`src/rtl/qq_op_scheduler.sv`:
```
// Two-requester front end for a queue core: round-robin grant, capacity/empty
// checks, one-shot core strobe and held response. Optional QQ_ERR_CNT_EN adds err_cnt_o.
module qq_op_scheduler #(
    parameter int W  = 32,
    parameter int CW = 8
) (
    input  logic            clk,
    input  logic            reset_i,
    input  logic [1:0]      req_valid_i,
    input  logic [1:0]      req_op_i,
    input  logic [2*W-1:0]  req_data_i,
    output logic [1:0]      req_ready_o,
    output logic            rsp_valid_o,
    input  logic            rsp_ready_i,
    output logic            rsp_id_o,
    output logic [W-1:0]    rsp_data_o,
    output logic            rsp_err_o,
    input  logic [CW-1:0]   array_size_i,
    output logic            q_enq_o,
    output logic            q_deq_o,
    output logic [W-1:0]    q_data_o,
    input  logic            q_done_i,
    input  logic [W-1:0]    q_data_i,
    output logic [CW-1:0]   count_o,
    output logic            busy_o
`ifdef QQ_ERR_CNT_EN
    ,
    output logic [15:0]     err_cnt_o
`endif
);

    typedef enum logic [1:0] {IDLE, ISSUE, WAIT, RESP} state_t;

    state_t         state, state_nxt;
    logic           rr_ptr;
    logic           lat_op;
    logic           lat_id;
    logic [W-1:0]   lat_key;
    logic [W-1:0]   rsp_data;
    logic           rsp_err;
    logic [CW-1:0]  count;

    logic [1:0]     gnt;
    logic           accept;
    logic           gid;
    logic           gop;
    logic [W-1:0]   gkey;
    logic           rej;

    // Grant is combinational; rr_ptr holds the last winner, so a tie goes to the other side.
    always_comb begin
        gnt = 2'b00;
        if (state == IDLE && !reset_i) begin
            if (req_valid_i == 2'b11) gnt = rr_ptr ? 2'b01 : 2'b10;
            else                      gnt = req_valid_i;
        end
    end

    assign accept = |gnt;
    assign gid    = gnt[1];
    assign gop    = gid ? req_op_i[1] : req_op_i[0];
    assign gkey   = gid ? req_data_i[2*W-1:W] : req_data_i[W-1:0];
    // A shrunk capacity below the current count reads as full.
    assign rej    = gop ? (count == '0) : (count >= array_size_i);

    always_comb begin
        state_nxt = state;
        case (state)
            IDLE:  if (accept) state_nxt = rej ? RESP : ISSUE;
            ISSUE: state_nxt = WAIT;
            WAIT:  if (q_done_i) state_nxt = RESP;
            RESP:  if (rsp_ready_i) state_nxt = IDLE;
            default: state_nxt = IDLE;
        endcase
    end

    always_ff @(posedge clk or posedge reset_i) begin
        if (reset_i) begin
            state    <= IDLE;
            rr_ptr   <= 1'b1;
            lat_op   <= 1'b0;
            lat_id   <= 1'b0;
            lat_key  <= '0;
            rsp_data <= '0;
            rsp_err  <= 1'b0;
            count    <= '0;
        end else begin
            state <= state_nxt;
            if (state == IDLE && accept) begin
                lat_op   <= gop;
                lat_id   <= gid;
                lat_key  <= gkey;
                rr_ptr   <= gid;
                rsp_err  <= rej;
                rsp_data <= '0;
            end
            if (state == WAIT && q_done_i) begin
                if (lat_op) begin
                    rsp_data <= q_data_i;
                    if (count != '0) count <= count - CW'(1);
                end else if (count != '1) begin
                    count <= count + CW'(1);
                end
            end
        end
    end

`ifdef QQ_ERR_CNT_EN
    logic [15:0] err_cnt;
    always_ff @(posedge clk or posedge reset_i) begin
        if (reset_i)                                       err_cnt <= '0;
        else if (accept && rej && err_cnt != 16'hFFFF)     err_cnt <= err_cnt + 16'd1;
    end
    assign err_cnt_o = err_cnt;
`endif

    assign req_ready_o = gnt;
    assign rsp_valid_o = (state == RESP);
    assign rsp_id_o    = lat_id;
    assign rsp_data_o  = rsp_data;
    assign rsp_err_o   = rsp_err;
    assign q_enq_o     = (state == ISSUE) && !lat_op;
    assign q_deq_o     = (state == ISSUE) && lat_op;
    assign q_data_o    = lat_key;
    assign count_o     = count;
    assign busy_o      = (state != IDLE);

endmodule

```
`config.mk`:
```
export PLATFORM = sky130hd
export DESIGN_NAME = qq_op_scheduler
export DESIGN_NICKNAME = d
export VERILOG_FILES = /design/src/rtl/qq_op_scheduler.sv
export SDC_FILE = /design/constraint.sdc
export NUM_CORES = 1
export LEC_CHECK = 0
export BUFFER_PORTS_ARGS = -buffer_cell sky130_fd_sc_hd__buf_2
export CAP_MARGIN = 25
export CORE_UTILIZATION = 40
export DETAILED_ROUTE_END_ITERATION = 10
export GPL_TIMING_DRIVEN = 0
export MAX_ROUTING_LAYER = met4
export PLACE_DENSITY = 0.72
export SYNTH_ARGS = -nofsm -noshare
export SYNTH_HDL_FRONTEND = slang
export SYNTH_SLANG_ARGS = --single-unit
```
`constraint.sdc`:
```
create_clock -name clk -period 2.9 [get_ports clk]
set_input_delay 0.145 -clock clk [delete_from_list [all_inputs] [get_ports clk]]
set_output_delay 0.145 -clock clk [all_outputs]
set_load 0.01 [all_outputs]
```
==> flow_summary_export.csv <==
group,metric,value,unit
logic_synthesis,synth_edf_count,0,
sta,skew,0.01281,ns
die,ios,192,
setup_path,critical_path_class,"register to register",
logic_synthesis,synth_largest_area_cell,"dfrtp_1",
layout,mostFrequentLayoutCells,"195 x buf_2, 77 x dfrtp_1, 49 x nand2_1, 39 x o21ai_0, 35 x mux2i_1",
global_route,grt-ovfl-total,0,
power_and_ir_drop,total_power,5.198,mW
routing,vias,3411,
layout,drive_gt1_share,39.75,%
die,initial_core_util,41.21,%
clocking,clk-insertion-delay-late,0.34,ns
global_route,first_global_vias,3383,
clocking,cts_made_buffers,9,
setup_path,crit_fanout,13,
setup_path,rr_startpoint,"lat_op",
logic_synthesis,synthDistinctLibCells,40,
clocking,clkTransAtPathRegs,0.08,ns
logic_synthesis,synth.top_cell.area_share,50.61,%
logic_synthesis,synthArstFlopShare,100.0,%
sta,max_freq,445.7,MHz
die,die_w,99.56,µm
logic_synthesis,synthXorXnorAreaFrac,1.150,%
logic_synthesis,synth_seq_cells,78,
clocking,cts.sink_count,78,
status,status,"complete, no violations",
sta,finalHoldViolations,0,
logic_synthesis,synth_fp_nets,484,
setup_path,crit_path_start_kind,"register",
worst_hold_path,holdPathStages,2,
routing,drt_iter0_drc,65,
layout,final_common_cell,"buf_2",
logic_synthesis,synth_warnings,0,
run,cap_viol_max_count,0,
routing,wire_per_inst,14.32,µm
logic_synthesis,synth_top_family_by_area,"compound AO/OA/AOI/OAI gates",
logic_synthesis,synth_area_leaders,"dfrtp_1 51%, mux2i_1 9.2%, a22o_1 7.4%",
layout,area.growth.synth_to_final,36.05,%
setup_path,reg2regPathDepth,6,
routing,routed_wl,9.880,mm
setup_path,cpMaxStageDelayCell,"dfrtp_1",
global_route,antenna_found_initial,0,
logic_synthesis,ys_seq_area_share,51.30,%
routing,drt_pre_antenna_iters,4,
logic_synthesis,synthCells,352,
worst_hold_path,hold_end,"rsp_data_o[6]",
global_route,grt_first_pass_wirelength,15.95,mm
sta,finalCritPeriodShare,77.37,%
clocking,clockBufferDepth,2,
power_and_ir_drop,power.density,1004,nW/µm²
layout,stdcell_area,5180,µm²
power_and_ir_drop,leakage,2.983,nW
clocking,cts_setup_buffers,0,
power_and_ir_drop,worst_ir_drop_vdd,0.0004512,V
logic_synthesis,avgSynthCellArea,10.82,µm²
clocking,cts_tree,"built",
place,place.port_buffers,191,
setup_path,end_kind,"register",
global_route,grt_usage,21.17,%
setup_path,path_depth,6,
clocking,cts_root_buffer,"clkbuf_8",
place,dp_hpwl,7.578,mm
setup_path,crit_family,"simple AND/OR/NAND/NOR gates",
setup_path,r2r-end,"count_o[6]",
sta,relSlewSlack,58.16,%
routing,via_per_inst,4.943,
clocking,cts-htree-levels,3,
place,place_congestion,0.9142,
setup_path,ff2ff_setup_slack,0.66,ns
place,postPlaceCellArea,4955,µm²
die,fp.dieH,99.56,µm
logic_synthesis,yosys.area_share.simple,8.939,%
routing,drc,0,
setup_path,slowest_delay,0.68,ns
logic_synthesis,synth_fa_ha_area_share,6.770,%
worst_hold_path,hp-class,"input port to register",
setup_path,cp.required,3.17,ns
setup_path,cp.buffers_inverters,0,
logic_synthesis,synthesis.area,3807,µm²
logic_synthesis,synth-main-ff-cell,"dfrtp_1",
sta,rsz0062_at_grt,"no",
die,die_area,9912,µm²
sta,worst_pin_slew,0.6235,ns
sta,slew_viol_final,0,
worst_hold_path,min-delay-start,"q_data_i[6]",
die,design.core.area,9240,µm²
logic_synthesis,synth-compound-area-share,16.99,%
setup_path,cp_cell_sequence,"ha_1 > nor2b_4 > o31a_1 > or4b_1 > nand3_1 > mux2_1",
sta,layout_min_cycle_time,2.244,ns
die,rows,35,
layout,diodes,0,
logic_synthesis,synth_mux_area_share,10.68,%
sta,setup_viol,0,
layout,fill_cells,863,
setup_path,crit_arrival,2.52,ns
layout,fin_nets,688,
global_route,grt_max_degree,74,
routing,ant_nets,0,
[repair_timing]
action	in CTS	in global routing
hold buffers	1	0
endpoints found under the hold margin	77	0
resized for setup	0	0
[stage by stage]
stage	TNS, ns	instances	hold slack, ns	setup WS [ns]	util [%]
finish	0	690	0.02392	0.6562	56.06
detailed placement	0	673	0.06096	0.7012	53.62
CTS	0	690	0.005793	0.6603	56.06
floorplan	0	352	0.2849	0.7616	-
global route	0	690	0.01036	0.5472	56.06
global placement	-13.94	672	0.3696	-0.1856	53.30
[power by group]
part / total [mW] / switching, mW / internal, mW
combinational: 2.39 / 1.29 / 1.10
clock: 0.885 / 0.397 / 0.487
sequential: 1.93 / 0.351 / 1.58
[state kept, by name, summed over array words and instances, names as in the netlist]
signal	count
rsp_id_o	1
rr_ptr	1
rsp_data_o	32
rsp_err_o	1
count_o	8
q_data_o	32
state	2
lat_op	1
[area by class of cell]
class | instances | area [µm²] | area share (%)
Sequential cell | 78 | 1953 | 37.71
Multi-Input combinational cell | 237 | 1695 | 32.73
Timing Repair Buffer | 193 | 993.5 | 19.18
Tap cell | 129 | 161.4 | 3.116
Clock buffer | 11 | 131.4 | 2.536
Buffer | 18 | 87.58 | 1.691
Clock inverter | 5 | 83.83 | 1.618
Inverter | 19 | 73.82 | 1.425
[worst max path at each step]
| stage | end | startpoint | slack (ns) |
|---|---|---|---|
| final | count_o[6] | lat_op | 0.66 |
| after detailed placement | count_o[6] | lat_op | 0.70 |
| after floorplan | count_o[0] | reset_i | 0.76 |
| after global placement | rsp_data_o[21] | reset_i | -0.19 |
| after CTS | count_o[6] | lat_op | 0.66 |
| after global routing | count_o[6] | lat_op | 0.55 |
[layer usage]
metal / global-route usage, % / up-vias / share of wire (%)
met5: - / - / 0
li1: - / 1650 / -
met2: 33.76 / 143 / 47
met4: 8.710 / 0 / 2.7
met1: 26.23 / 1597 / 44
met3: 4.498 / 21 / 5.9
[logic make-up (layout without fill, tap and decap cells)]
logic type,count (synthesis),in the layout
AOI/OAI and AO/OA,96,96
xor gates and xnor gates,5,5
adders and majority gates,20,20
buffers and inverters,37,246
DFF,78,78
muxes,40,40
and+or+nand+nor,76,76
[cells in the mapped netlist (all sizes together) (2+ instances only)]
master / number
dfrtp: 77
nand2: 49
o21ai: 41
mux2i: 35
a22o: 32
ha: 19
inv: 19
a21oi: 12
clkbuf: 10
nor2: 9
buf: 8
nor2b: 6
mux2: 5
nand3: 3
xnor2: 3
a211oi: 2
nand4: 2
nor3: 2
nor4: 2
o21a: 2
xor2: 2
No activity file was read; power rests on OpenSTA's default activity.
